### src/rtl/watchdog_supervisor.sv
`default_nettype none
// ============================================================================
//  Module   : watchdog_supervisor
//  Purpose  : Gathers subsystem liveness pulses into a single watchdog
//             heartbeat and sequences RF mute, re-arm and lockout on trips.
//  Revision : 1.0  initial release
// ============================================================================
module watchdog_supervisor #(
    parameter int N_SRC      = 4,
    parameter int MUTE_HOLD  = 1024,
    parameter int RETRY_MAX  = 3,
    parameter int HEAL_BEATS = 16
) (
    input  logic                           clk,
    input  logic                           rst,
    input  logic                           sup_enable,
    input  logic [N_SRC-1:0]               src_alive,
    input  logic [N_SRC-1:0]               src_mask,
    input  logic                           wd_warning,
    input  logic                           wd_triggered,
    output logic                           wd_enable,
    output logic                           wd_heartbeat,
    output logic                           wd_force_reset,
    output logic                           rf_mute,
    output logic                           fault_latched,
    output logic [$clog2(RETRY_MAX+1)-1:0] retry_count,
    output logic [N_SRC-1:0]               missing_src
);

    localparam int c_RETRY_W = $clog2(RETRY_MAX + 1);
    localparam int c_HEAL_W  = $clog2(HEAL_BEATS + 1);
    localparam int c_HOLD_W  = $clog2(MUTE_HOLD + 1);

    localparam logic [c_RETRY_W-1:0] c_RETRY_MAX = c_RETRY_W'(RETRY_MAX);
    localparam logic [c_HEAL_W-1:0]  c_HEAL_LAST = c_HEAL_W'(HEAL_BEATS - 1);
    localparam logic [c_HOLD_W-1:0]  c_HOLD_LAST = c_HOLD_W'(MUTE_HOLD - 1);

    localparam logic [2:0] c_IDLE    = 3'd0;
    localparam logic [2:0] c_ARM     = 3'd1;
    localparam logic [2:0] c_RECOVER = 3'd2;
    localparam logic [2:0] c_RUN     = 3'd3;
    localparam logic [2:0] c_MUTE    = 3'd4;
    localparam logic [2:0] c_LOCKOUT = 3'd5;

    logic [2:0]           r_state;
    logic [2:0]           w_next_state;
    logic [N_SRC-1:0]     r_seen;
    logic [N_SRC-1:0]     r_missing;
    logic [c_HOLD_W-1:0]  r_hold;
    logic [c_HEAL_W-1:0]  r_heal;
    logic [c_RETRY_W-1:0] r_retry;
    logic                 r_wd_enable;
    logic                 r_heartbeat;
    logic                 r_force;
    logic                 r_mute;
    logic                 r_fault;

    logic                 w_ready;
    logic                 w_hold_done;
    logic                 w_beat;
    logic                 w_enable_nxt;
    logic                 w_force_nxt;
    logic                 w_mute_nxt;
    logic                 w_fault_nxt;
    logic                 w_unused;

    // The warning input is informational only; supervision reacts to the trip.
    assign w_unused = wd_warning;

    assign w_ready     = (src_mask != '0) && ((r_seen | ~src_mask) == {N_SRC{1'b1}});
    assign w_hold_done = (r_hold == c_HOLD_LAST);
    // A trip outranks a completed window, so no heartbeat escapes in that cycle.
    assign w_beat      = sup_enable && ((r_state == c_RUN) || (r_state == c_RECOVER))
                         && w_ready && !wd_triggered;

    always_ff @(posedge clk) begin
        if (rst) begin
            r_state <= c_IDLE;
        end else begin
            r_state <= w_next_state;
        end
    end

    always_comb begin
        w_next_state = r_state;
        if (!sup_enable) begin
            w_next_state = c_IDLE;
        end else begin
            case (r_state)
                c_IDLE:    w_next_state = c_ARM;
                c_ARM:     w_next_state = c_RECOVER;
                c_RECOVER: begin
                    if (wd_triggered) begin
                        w_next_state = c_MUTE;
                    end else if (w_ready) begin
                        w_next_state = c_RUN;
                    end
                end
                c_RUN: begin
                    if (wd_triggered) begin
                        w_next_state = c_MUTE;
                    end
                end
                c_MUTE: begin
                    if (w_hold_done) begin
                        w_next_state = (r_retry == c_RETRY_MAX) ? c_LOCKOUT : c_ARM;
                    end
                end
                c_LOCKOUT: w_next_state = c_LOCKOUT;
                default:   w_next_state = c_IDLE;
            endcase
        end
    end

    // Outputs are registered from the state being entered so that, e.g., the
    // un-mute lands on the same edge as the first heartbeat.
    always_comb begin
        w_enable_nxt = (w_next_state == c_ARM) || (w_next_state == c_RECOVER)
                       || (w_next_state == c_RUN) || (w_next_state == c_MUTE);
        w_force_nxt  = (w_next_state == c_ARM);
        w_mute_nxt   = (w_next_state != c_RUN);
        w_fault_nxt  = (w_next_state == c_LOCKOUT);
    end

    always_ff @(posedge clk) begin
        if (rst) begin
            r_seen      <= '0;
            r_missing   <= '0;
            r_hold      <= '0;
            r_heal      <= '0;
            r_retry     <= '0;
            r_wd_enable <= 1'b0;
            r_heartbeat <= 1'b0;
            r_force     <= 1'b0;
            r_mute      <= 1'b1;
            r_fault     <= 1'b0;
        end else begin
            r_wd_enable <= w_enable_nxt;
            r_heartbeat <= w_beat;
            r_force     <= w_force_nxt;
            r_mute      <= w_mute_nxt;
            r_fault     <= w_fault_nxt;
            r_missing   <= src_mask & ~r_seen;

            // A pulse coinciding with a heartbeat seeds the following window.
            if (!sup_enable || (r_state == c_IDLE) || (r_state == c_ARM)) begin
                r_seen <= '0;
            end else if (w_beat) begin
                r_seen <= src_alive & src_mask;
            end else begin
                r_seen <= r_seen | (src_alive & src_mask);
            end

            if (sup_enable && (r_state == c_MUTE) && !w_hold_done) begin
                r_hold <= r_hold + c_HOLD_W'(1);
            end else begin
                r_hold <= '0;
            end

            if (r_state != c_RUN) begin
                r_heal <= '0;
            end else if (w_beat) begin
                r_heal <= (r_heal == c_HEAL_LAST) ? '0 : r_heal + c_HEAL_W'(1);
            end

            if (!sup_enable || (r_state == c_IDLE)) begin
                r_retry <= '0;
            end else if ((r_state == c_MUTE) && w_hold_done && (r_retry != c_RETRY_MAX)) begin
                r_retry <= r_retry + c_RETRY_W'(1);
            end else if ((r_state == c_RUN) && w_beat && (r_heal == c_HEAL_LAST)) begin
                r_retry <= '0;
            end
        end
    end

    assign wd_enable      = r_wd_enable;
    assign wd_heartbeat   = r_heartbeat;
    assign wd_force_reset = r_force;
    assign rf_mute        = r_mute;
    assign fault_latched  = r_fault;
    assign retry_count    = r_retry;
    assign missing_src    = r_missing;

endmodule
`default_nettype wire
### config.mk
export PLATFORM = sky130hd
export DESIGN_NAME = watchdog_supervisor
export DESIGN_NICKNAME = d
export VERILOG_FILES = /design/src/rtl/watchdog_supervisor.sv
export SDC_FILE = /design/constraint.sdc
export NUM_CORES = 1
export LEC_CHECK = 0
export ABC_AREA = 1
export BUFFER_PORTS_ARGS = -buffer_cell sky130_fd_sc_hd__buf_4
export CORE_AREA = 2 2 58 60
export DETAILED_ROUTE_END_ITERATION = 6
export DIE_AREA = 0 0 60 62
export GPL_ROUTABILITY_DRIVEN = 0
export HOLD_SLACK_MARGIN = 0.15
export PLACE_DENSITY = 0.79
export REMOVE_ABC_BUFFERS = 1
export SYNTH_ARGS = -nofsm -noshare
export SYNTH_HDL_FRONTEND = slang
export SYNTH_SLANG_ARGS = --single-unit
### constraint.sdc
create_clock -name clk -period 1.4 [get_ports clk]
set_input_delay 0.07 -clock clk [delete_from_list [all_inputs] [get_ports clk]]
set_output_delay 0.07 -clock clk [all_outputs]
set_load 0.1 [all_outputs]
==> metrics.txt <==
min Tclk post-route 1.42 ns; starting density of the core 45.8%; row cnt 21; Syn Area/Cell 7.51 sq um; wire per inst 10.7 um; most frequent cells in the layout 35 x nand2_1, 29 x dfxtp_1, 28 x buf_4, 25 x nor2_1, 21 x inv_1; yosys warns 0; Async SR Flop Fraction 0%; CP required 1.64 ns; total CTS buffers 5; Cell Area, Synth 1460 sq um; Remaining Overflow, GRT 0; die area 3720 sq um; Slew HR 81.4%; final net count 253; critical path peak fanout 3; initial antenna violation count 0; Cells after Synth 194; layout cell share with drive strength beyond 1 29.4%; vias 1343; first-pass GRT wire length 4420 um; FMAX 0.702 GHz; top cell type's share of synthesized area 46.7%; first drt pass iteration count 4; top post-synthesis cells by area dfxtp_1 47%, nand2_1 11%, nor2_1 7.5%; Final Core Density 62.2%; Clock Skews 0.0129 ns; TritonCTS clock tree yes; max-slew violations 0; Critical Path Start Type flop; FILL cells 271; Die X 60 um; largest net degree at the start of global routing 12; commonest non-fill, non-tap cell in the layout nand2_1; Worst Max-Slew Pin Slew 0.277 ns; final setup vio count 4; leading area contributor after synthesis dfxtp_1; Post-synth EDFFs 0; core footprint 3180 sq um; RSZ-0062 raised after global routing true; DR vias/cell 4.73; run status finished, violations left; clk_lat worst skew 0.34 ns; Antenna Cells 0; Tot Pwr 1900 uW; Worst Hold Class input pin to flop; H-tree levels 2; final wirelength 3030 um; library cells used by synthesis 30; final hold violations 0; post-route ant nets 0; gr usage total 16.6%; Max Cap Viol 0; setup ws final -0.0241 ns; crit share post-route 102%; # DRC 0; crit path DAT 1.66 ns; kind of critical path flop to flop; Ports 24; Iteration-0 DRC Markers 67; P&R area growth vs syn 35.6%; failing checks setup timing; clk slew on worst S/H paths 0.11 ns; Pwr per Cell Area 963 nW/um^2; port buffer count 22; Top FF cell, synth dfxtp_1; hpwl dp 2010 um; vias in the first global route 1081; clock root buffer clkbuf_4; crit end category flop; flops & latches, synth 34; Num Clock Sinks 34; CTS Buffer Depth 2; Chip Height 62 um; post-synthesis sequential area ratio 46.7%; LEAKAGE 0.000855 uW; peak supply drop 681 uV
## synth_stat cells (2+ instances only)
cell type and number:
nand2_1 42, nand3_1 13, nand3_2 2, o21ai_1 2
dfxtp_1 34, inv_1 22, buf_2 2, nor3_1 4
o21ai_0 3, nor2_4 2, a21oi_1 12, nor3b_1 4
nor2_2 2, ha_1 3, inv_2 3, or2_2 2
nor2_1 29
## timing repair
item                                    CTS  global route
cloned                                    0             0
resized for setup                         5            21
pin swaps                                 0            11
hold buffers                             10             0
endpoints found under the setup margin    7            14
setup buffers                             1             3
endpoints found under the hold margin    17             0
## per-stage QoR
step / area [sq um] / std cells / worst slack (ns) / setup TNS [ns] / hold WS [ns]
floorplan: 1450 / 192 / -0.350 / -1.72 / 0.142
CTS: 1900 / 284 / 0.00273 / 0 / 0.161
detailed placement: 1710 / 265 / -0.0342 / -0.0971 / 0.333
global placement: 1710 / 265 / 0.0387 / 0 / 0.332
global route: 1980 / 284 / -0.126 / -0.812 / 0.186
finish: 1980 / 284 / -0.0241 / -0.0550 / 0.173
## layout make-up
type                    instances  area [sq um]  area share (%)
multi-input cells             132           746            37.7
clock buffers                   6          41.3            2.09
flip-flops and latches         34           687            34.7
repair buffers                 38           310            15.7
inverters                      26          97.6            4.94
well taps                      46          57.6            2.91
clock inverters                 2          37.5            1.90
## flip-flops by register name, indices dropped and copies added (netlist names)
register,cells
fault_latched,1
missing_src,4
r_heal,5
r_hold,11
r_seen,4
r_state,3
retry_count,2
rf_mute,1
wd_enable,1
wd_force_reset,1
wd_heartbeat,1
## routing by layer
metal	up-vias	GRT usage (%)	part of all wire, %	wire length, um
li1	697	-	-	-
met1	615	17.2	43	1310
met2	26	29.0	52	1570
met3	5	7.04	3.5	106
met4	0	7.94	1.5	46
met5	-	0	0	0
## path summary, 6_finish.rpt
| check | end | slack (ns) | cells past startpoint | from |
|---|---|---|---|---|
| max | retry_count[1] | -0.02 | 10 | r_hold[0] |
| min | r_state[2] | 0.17 | 5 | wd_triggered |
| max reg2reg | retry_count[1] | -0.02 | 10 | r_hold[0] |
| min reg2reg | r_seen[2] | 0.46 | 2 | r_seen[2] |
## kinds of logic (layout without fill, tap and decap cells)
group                      Yosys count  in the layout  share of synthesized area, %
and+or+nand+nor                    108            108                          35.3
DFF                                 34             34                          46.7
buffers and inverters               28             72                          7.38
AOI/OAI and AO/OA                   19             19                          6.87
adders and majority gates            3              3                          2.58
xor gates and xnor gates             2              2                          1.20
## critical path: stages, from the launching register on
cell	delay (ns)
dfxtp_2	0.37
ha_4	0.15
nand2_4	0.05
nor2_4	0.15
nand3_4	0.10
nor2_4	0.13
inv_1	0.05
nor2_2	0.11
inv_1	0.07
nand3_1	0.08
a21oi_1	0.06
## where the power goes
| part | switching, uW | total, uW | internal, uW |
|---|---|---|---|
| Sequential | 6.95 | 989 | 982 |
| Combinational | 143 | 214 | 71.0 |
| Clock | 324 | 701 | 377 |
| Total | 474 | 1900 | 1430 |
Note: power is estimated with default switching activity, not from simulation.
